## src/rtl/nes_pkg.sv

```systemverilog
// Shared definitions for the NES button event block: button bit indices,
// the button vector type and the auto-repeat FSM state encoding.
package nes_pkg;

    localparam int NUM_BTNS = 8;
    localparam int NUM_DIRS = 4;

    localparam int BTN_A      = 7;
    localparam int BTN_B      = 6;
    localparam int BTN_SELECT = 5;
    localparam int BTN_START  = 4;
    localparam int BTN_UP     = 3;
    localparam int BTN_DOWN   = 2;
    localparam int BTN_LEFT   = 1;
    localparam int BTN_RIGHT  = 0;

    typedef logic [NUM_BTNS-1:0] btn_vec_t;

    typedef enum logic [1:0] {
        RPT_IDLE   = 2'd0,
        RPT_DELAY  = 2'd1,
        RPT_REPEAT = 2'd2
    } rpt_state_t;

    // Counter width for a count of n cycles; never narrower than one bit.
    function automatic int cnt_width(input int n);
        return (n > 1) ? $clog2(n) : 1;
    endfunction

endpackage

```

## src/rtl/nes_debounce.sv

```systemverilog
// One button bit: 2-flop synchronizer, stability counter, debounced level
// and registered press/release strobes aligned with the level change.
module nes_debounce
    import nes_pkg::*;
#(
    parameter int DEBOUNCE_CYCLES = 200000
) (
    input  logic clk,
    input  logic reset,
    input  logic btn_raw,
    output logic state,
    output logic press_pulse,
    output logic release_pulse
);

    localparam int CW = cnt_width(DEBOUNCE_CYCLES);
    localparam logic [CW-1:0] CNT_MAX = CW'(DEBOUNCE_CYCLES - 1);

    logic          sync1;
    logic          sync2;
    logic [CW-1:0] cnt;

    always_ff @(posedge clk or posedge reset) begin
        if (reset) begin
            sync1         <= 1'b0;
            sync2         <= 1'b0;
            cnt           <= '0;
            state         <= 1'b0;
            press_pulse   <= 1'b0;
            release_pulse <= 1'b0;
        end else begin
            sync1         <= btn_raw;
            sync2         <= sync1;
            press_pulse   <= 1'b0;
            release_pulse <= 1'b0;
            if (sync2 == state) begin
                cnt <= '0;
            end else if (cnt == CNT_MAX) begin
                // Stable long enough: accept the new level and strobe its edge.
                cnt           <= '0;
                state         <= sync2;
                press_pulse   <= sync2;
                release_pulse <= ~sync2;
            end else begin
                cnt <= cnt + 1'b1;
            end
        end
    end

endmodule

```

## src/rtl/nes_button_events.sv

```systemverilog
// Debounced NES button levels with press/release strobes and optional
// direction auto-repeat, enabled by defining NES_AUTOREPEAT_EN.
module nes_button_events
    import nes_pkg::*;
#(
    parameter int DEBOUNCE_CYCLES = 200000,
    parameter int REPEAT_DELAY    = 40000000,
    parameter int REPEAT_PERIOD   = 10000000
) (
    input  logic       clk,
    input  logic       reset,
    input  logic [7:0] btn_in,
    output logic [7:0] btn_state,
    output logic [7:0] press_pulse,
    output logic [7:0] release_pulse,
    output logic [3:0] repeat_pulse
);

    for (genvar b = 0; b < NUM_BTNS; b++) begin : gen_btn
        nes_debounce #(
            .DEBOUNCE_CYCLES(DEBOUNCE_CYCLES)
        ) u_debounce (
            .clk          (clk),
            .reset        (reset),
            .btn_raw      (btn_in[b]),
            .state        (btn_state[b]),
            .press_pulse  (press_pulse[b]),
            .release_pulse(release_pulse[b])
        );
    end

`ifdef NES_AUTOREPEAT_EN
    localparam int RPT_SPAN = (REPEAT_DELAY > REPEAT_PERIOD) ? REPEAT_DELAY : REPEAT_PERIOD;
    localparam int RW       = cnt_width(RPT_SPAN);
    localparam logic [RW-1:0] DELAY_MAX  = RW'(REPEAT_DELAY - 1);
    localparam logic [RW-1:0] PERIOD_MAX = RW'(REPEAT_PERIOD - 1);

    for (genvar d = 0; d < NUM_DIRS; d++) begin : gen_rpt
        rpt_state_t    state_q;
        rpt_state_t    state_n;
        logic [RW-1:0] cnt_q;
        logic [RW-1:0] cnt_n;
        logic          pulse;

        always_ff @(posedge clk or posedge reset) begin
            if (reset) begin
                state_q <= RPT_IDLE;
                cnt_q   <= '0;
            end else begin
                state_q <= state_n;
                cnt_q   <= cnt_n;
            end
        end

        // Release is checked first so no repeat strobe fires in the release cycle.
        always_comb begin
            state_n = state_q;
            cnt_n   = cnt_q;
            pulse   = 1'b0;
            case (state_q)
                RPT_IDLE: begin
                    if (press_pulse[d]) begin
                        state_n = RPT_DELAY;
                        cnt_n   = '0;
                    end
                end
                RPT_DELAY: begin
                    if (!btn_state[d]) begin
                        state_n = RPT_IDLE;
                        cnt_n   = '0;
                    end else if (cnt_q == DELAY_MAX) begin
                        pulse   = 1'b1;
                        state_n = RPT_REPEAT;
                        cnt_n   = '0;
                    end else begin
                        cnt_n = cnt_q + 1'b1;
                    end
                end
                RPT_REPEAT: begin
                    if (!btn_state[d]) begin
                        state_n = RPT_IDLE;
                        cnt_n   = '0;
                    end else if (cnt_q == PERIOD_MAX) begin
                        pulse = 1'b1;
                        cnt_n = '0;
                    end else begin
                        cnt_n = cnt_q + 1'b1;
                    end
                end
                default: begin
                    state_n = RPT_IDLE;
                    cnt_n   = '0;
                end
            endcase
        end

        assign repeat_pulse[d] = pulse;
    end
`else
    logic unused_repeat_cfg;
    assign unused_repeat_cfg = (REPEAT_DELAY > REPEAT_PERIOD);
    assign repeat_pulse      = 4'b0000;
`endif

endmodule

```

## config.mk

```make
export PLATFORM = sky130hd
export DESIGN_NAME = nes_button_events
export DESIGN_NICKNAME = d
export VERILOG_FILES = /design/src/rtl/nes_pkg.sv /design/src/rtl/nes_debounce.sv /design/src/rtl/nes_button_events.sv
export SDC_FILE = /design/constraint.sdc
export NUM_CORES = 1
export LEC_CHECK = 0
export CAP_MARGIN = 20
export CORE_ASPECT_RATIO = 0.9
export CORE_MARGIN = 8
export CORE_UTILIZATION = 45
export DETAILED_ROUTE_END_ITERATION = 6
export GPL_TIMING_DRIVEN = 0
export PLACE_DENSITY_LB_ADDON = 0.2
export SLEW_MARGIN = 40
export SYNTH_ARGS = -nofsm -noshare
export SYNTH_HDL_FRONTEND = slang
export SYNTH_SLANG_ARGS = --single-unit
export TNS_END_PERCENT = 20
```

## constraint.sdc

```tcl
create_clock -name clk -period 9 [get_ports clk]
set_input_delay 0.9 -clock clk [delete_from_list [all_inputs] [get_ports clk]]
set_output_delay 0.9 -clock clk [all_outputs]
set_load 0.1 [all_outputs]
```

==> results.md, run 1 <==
- Status: finished clean
- Largest stage delay, worst path: 0.42 ns
- Synth unique cells: 45
- Setup Skew: 0.008003 ns
- Average wire per cell in the routed design: 13.42 um
- Gate power share: 4.1%
- Fmax: 438.1 MHz
- RSZ-0062 raised after global routing: no
- Crit share post-route: 25.36%
- Post-Synthesis Cells: 848
- Clock sink total: 184
- Yosys top cell by area: dfrtp_1
- Crit path from: gen_btn[6].u_debounce.state
- Hold_buf cts: 0
- Clock-pin slew on the worst setup and hold paths: 0.07 ns
- Critical Path, Cell by Cell: buf_4 -> buf_2
- WS Path Type: reg2out
- Max-Cap Viols: 0
- Met2 GRT Util: 20.67%
- Slew @ Worst Pin: 0.6705 ns
- H-tree depth: 4
- Area of the multi-input gates: 3800 um^2
- Synthesized flop and latch total: 184
- Fin. max-slew vios: 0
- Post-synth top area share: 52.56%
- Ys async rst share: 100.0%
- Hold path start: gen_btn[2].u_debounce.sync1
- GRT Util Overall: 13.90%
- Sequential element share of the synthesized area: 52.56%
- Slowest-stage cell, CP: dfrtp_1
- Ant. Diodes: 0
- Vias in the first global route: 5889
- Clock Path Buffers: 2
- Die footprint: 24190 um^2
- Util after Layout: 51.73%
- Core Footprint: 19160 um^2
- Required time worst endpoint: 8.10 ns
- Vias post-DR: 6045
- # IOs: 38
- Switching Fraction: 23.08%
- Setup_tns: 0 ns
- Static Leak: 4.168 nW
- Finished Layout Cells: 1168
- Total CTS buffers: 17
- Tot Pwr: 1.619 mW
- Total wire length: 15670 um
- Tmin final: 2.283 ns
- GR Util met1: 19.67%
- IO Port Bufs: 33
- Int Power: 1.245 mW
- Fillers: 1728
- Iteration-0 DRC Markers: 329
- CP startpoint kind: flip-flop
- Layout cells sized above 1: 13.73%
- Pre-Repair DR Iteration Count: 4
- Detail Route Antenna Nets: 0
- Peak supply drop: 114.7 uV
- YS warnings: 0
- P per Cell Area: 163.4 nW/um^2
- HP Class: reg2reg
- Post-synthesis cell area: 8760 um^2
- CP Max Fanout: 5
- Initial antenna violation count: 0
- Worst flop-to-flop path startpoint: gen_btn[1].u_debounce.cnt[0]
- CP bufs+invs: 2
- Detailed Place HPWL: 10680 um
- Switch Pwr: 373.7 uW
- Die width: 163.1 um
- TritonCTS clock tree: built
- Post-CTS setup buffer count: 0
- Slew margin rel.: 55.03%
- Part of the power in registers: 52.5%
- First-pass GRT wire length: 28210 um
- Setup slack, reg-to-reg: 6.81 ns
- Total congestion overflow: 0
- Dpl cells: 1136
- Root buffer cell: clkbuf_16
- Clock share of power: 43.4%
- Initial Util: 45.72%
- Worst skew pair latency: 0.42 ns
- GRT Max-Usage Layer: met2
- CTS resizes: 0
- Final hold slack: 0.3484 ns
- Register Area: 4604 um^2
- Row cnt: 48
- Post-synth EDFFs: 0
- Final setup vio count: 0
- # DRC: 0
- Final nets: 923
- Largest net degree at the start of global routing: 70
- M3 GR Usage: 3.095%
- Fin. Hold Viols: 0
- Crit. End Element: output port
- Syn avg cell area: 10.33 um^2
- Area growth from synthesis to layout: 13.14%
- Top_reg_cell synth: dfrtp_1
- RePlAce Congestion: 0.7888
- Top cells by area, synth: dfrtp_1 (53%), xnor2_1 (7.2%), nor2_1 (5.9%)
- Die Ht: 148.4 um
- Worst Path Arrival: 1.38 ns
- CP top delay family: buffers and inverters
- Vias/cell: 5.176
==> per-layer routing <==
metal  wire length, um  up-vias
li1                  -     3044
met5                 0        -
met2              6941       65
met4               168        0
met1              8060     2923
met3               499       13
==> cells in the final DEF, fill, tap and decap left out, types with 22 or more instances in the layout <==
| cell type | n |
|---|---|
| nor4_1 | 31 |
| nor2_1 | 137 |
| xor2_1 | 47 |
| nand3_1 | 59 |
| buf_4 | 29 |
| nand4_1 | 43 |
| xnor2_1 | 72 |
| buf_2 | 34 |
| nor3_1 | 22 |
| dfrtp_1 | 184 |
| nand2_1 | 38 |
==> final cells by class <==
cell class / count / area share (%)
flip-flops and latches: 184 / 46.46
multi-input cells: 602 / 38.34
clock buffers: 20 / 4.406
well taps: 250 / 3.156
plain buffers: 47 / 3.017
repair buffers: 35 / 2.676
clock inverters: 12 / 1.187
inverters: 18 / 0.7575
==> cell families after synthesis <==
| group | Yosys count | synth area share [%] |
|---|---|---|
| adders and majority gates | 8 | 1.143 |
| buffers and inverters | 65 | 4.185 |
| and+or+nand+nor | 421 | 25.87 |
| muxes | 9 | 1.200 |
| AOI/OAI and AO/OA | 41 | 3.100 |
| xor gates and xnor gates | 119 | 11.90 |
| DFF | 184 | 52.56 |
| other | 1 | 0.04281 |
==> synth_stat cells (all sizes together), types with 14 or more instances <==
master	count
nor3	22
xor2	47
nand3	60
buf	39
a21oi	15
and3	14
nor2	137
dfrtp	184
nor4	34
nor3b	16
nand4	46
xnor2	72
nand2	39
inv	18
==> worst register-to-register path: stages, from the launching register on <==
cell and delay (ns):
dfrtp_1 0.39, ha_1 0.16, clkbuf_1 0.30, nand2_1 0.18, o31ai_2 0.62, buf_2 0.34, nor2_1 0.09
==> state kept, by name, indices dropped and copies added (netlist names) <==
signal and flops:
gen_btn.u_debounce.sync1 8, gen_btn.u_debounce.release_pulse 8, gen_btn.u_debounce.state 8, gen_btn.u_debounce.press_pulse 8
gen_btn.u_debounce.sync2 8, gen_btn.u_debounce.cnt 144
==> final timing paths <==
check,to,depth (start not counted)
worst min register to register,gen_btn[2].u_debounce.sync2,0
max in group asynchronous,gen_btn[1].u_debounce.cnt[11],3
min in group asynchronous,gen_btn[4].u_debounce.press_pulse,2
worst min-delay path,gen_btn[2].u_debounce.sync2,0
worst max register to register,gen_btn[1].u_debounce.cnt[10],6
worst max-delay path,btn_state[6],2
==> power groups by stage <==
stage          registers [mW]  logic [mW]  clock network (mW)
6_report                0.851      0.0661               0.703
5_1_grt                 0.852      0.0763               0.762
4_1_cts                 0.850      0.0688               0.728
3_5_place_dp            0.866      0.0686                   0
3_3_place_gp            0.866      0.0642                   0
2_1_floorplan           0.863      0.0480                   0
==> stage by stage <==
stage	area, um^2	worst slack, ns
floorplan	8771	3.100
global placement	9414	0.5833
detailed placement	9356	6.777
CTS	9911	6.686
global route	9911	6.544
finish	9911	6.717
Power figures use the tool's default switching activity.
==> run 2, diff against run 1 <==
==> constraint.sdc (replaced) <==
create_clock -name clk -period 2.3 [get_ports clk]
set_input_delay 0.23 -clock clk [delete_from_list [all_inputs] [get_ports clk]]
set_output_delay 0.23 -clock clk [all_outputs]
set_load 0.1 [all_outputs]
==> results.md, run 2 (synthesized netlist as in run 1, its figures left out) <==
- Status: finished clean
- Register Area: 4604 um^2
- CP bufs+invs: 1
- Root buffer cell: clkbuf_16
- Final hold slack: 0.1660 ns
- Worst skew pair latency: 0.43 ns
- Slew margin rel.: 55.08%
- Clock share of power: 44.5%
- TritonCTS clock tree: built
- Core Footprint: 19160 um^2
- Area growth from synthesis to layout: 15.08%
- H-tree depth: 4
- Part of the power in registers: 51.1%
- Switch Pwr: 1.486 mW
- CP startpoint kind: flip-flop
- Fillers: 1721
- Detailed Place HPWL: 11060 um
- Vias post-DR: 6079
- Max-Cap Viols: 0
- GRT Max-Usage Layer: met2
- WS Path Type: reg2reg
- Dpl cells: 1142
- IO Port Bufs: 33
- Finished Layout Cells: 1173
- Layout cells sized above 1: 14.52%
- Commonest cells after routing, fill and taps aside: dfrtp_1 (184), nor2_1 (137), xnor2_1 (72), nand3_1 (59), xor2_1 (47)
- Initial Util: 45.72%
- M3 GR Usage: 3.758%
- CP top delay family: simple AND/OR/NAND/NOR gates
- # IOs: 38
- RSZ-0062 raised after global routing: no
- Detail Route Antenna Nets: 0
- Switching Fraction: 22.82%
- Setup slack, reg-to-reg: 0.19 ns
- Largest net degree at the start of global routing: 26
- Slew @ Worst Pin: 0.6698 ns
- Clock-pin slew on the worst setup and hold paths: 0.07 ns
- Biggest register: gen_btn.u_debounce.cnt
- Worst Path Arrival: 2.41 ns
- Die width: 163.1 um
- Fin. max-slew vios: 0
- Final nets: 928
- Area of the multi-input gates: 3809 um^2
- Fin. Hold Viols: 0
- Total CTS buffers: 17
- RePlAce Congestion: 0.8010
- GRT Util Overall: 14.11%
- Worst flop-to-flop path startpoint: gen_btn[7].u_debounce.cnt[7]
- Tmin final: 2.112 ns
- Pre-Repair DR Iteration Count: 4
- Setup Skew: 0.01099 ns
- Gate power share: 4.4%
- Commonest non-fill, non-tap cell in the layout: dfrtp_1
- Required time worst endpoint: 2.60 ns
- Largest register FFs: 144
- Die Ht: 148.4 um
- GR Util met1: 19.67%
- First-pass GRT wire length: 28390 um
- Initial antenna violation count: 0
- Critical Path, Cell by Cell: or4b_2 -> o21ai_1 -> buf_2 -> nor2_1
- Largest stage delay, worst path: 0.73 ns
- HP Class: in2async
- Clock Path Buffers: 2
- Final setup vio count: 0
- Crit. End Element: flip-flop
- Peak supply drop: 412.3 uV
- Crit share post-route: 91.85%
- CP Max Fanout: 10
- Static Leak: 4.235 nW
- Total wire length: 15850 um
- Vias/cell: 5.182
- Iteration-0 DRC Markers: 432
- P per Cell Area: 646.1 nW/um^2
- Row cnt: 48
- Ant. Diodes: 0
- Fmax: 473.4 MHz
- Crit path from: gen_btn[7].u_debounce.cnt[7]
- Average wire per cell in the routed design: 13.51 um
- Met2 GRT Util: 21.10%
- Total congestion overflow: 0
- Clock sink total: 184
- # DRC: 0
- Int Power: 5.027 mW
- Die footprint: 24190 um^2
- Slowest-stage cell, CP: or4b_2
- Vias in the first global route: 5937
-- run 2: cell count changes in the layout (fill, tap and decap cells not counted), sizes merged --
| cell | previous run | this run |
|---|---|---|
| buf | 65 | 71 |
| clkinvlp | 1 | 4 |
| inv | 23 | 20 |
| clkbuf | 28 | 26 |
| bufinv | 1 | 2 |
-- run 2: worst paths after layout --
kind,cells past startpoint,endpoint
max in group asynchronous,5,gen_btn[5].u_debounce.cnt[4]
max,4,gen_btn[7].u_debounce.cnt[10]
max reg2reg,4,gen_btn[7].u_debounce.cnt[10]
min in group clk,1,gen_btn[0].u_debounce.sync1
min,2,gen_btn[4].u_debounce.release_pulse
min reg2reg,0,gen_btn[2].u_debounce.sync2
-- run 2: power groups by stage --
stage	Clock, mW	Sequential (mW)	Combinational, mW
final	2.90	3.33	0.288
after global routing	3.16	3.33	0.330
after CTS	3.00	3.33	0.298
after detailed placement	0	3.39	0.298
after global placement	0	3.39	0.253
after floorplan	0	3.38	0.189
-- run 2: repair_timing --
action,4_1_cts,5_1_grt
resized for setup,0,1
setup endpoints to repair,0,15
hold buffers,0,0
setup buffers,0,0
-- run 2: per-layer routing --
metal	vias up	share of wire, %
li1	3051	-
met1	2959	51
met2	61	45
met3	8	3.1
met4	0	0.74
met5	-	0
-- run 2: layout make-up --
cell class	count	area share (%)
well taps	250	3.103
plain buffers	46	2.929
multi-input cells	602	37.78
inverters	18	0.7075
flip-flops and latches	184	45.67
repair buffers	41	3.972
clock inverters	13	1.440
clock buffers	19	4.394
-- run 2: metrics by stage --
step	power [mW]	setup TNS, ns	utilization (%)	area [um^2]	setup slack [ns]
3_3_place_gp	3.642	-341.47	49.16	9418	-1.870
5_1_grt	6.818	0	52.62	10080	0.02820
6_report	6.513	0	52.62	10080	0.1875
3_5_place_dp	3.686	0	49.52	9488	0.1501
2_1_floorplan	3.568	-54.19	-	8775	-0.2945
4_1_cts	6.622	0	52.59	10080	0.1403
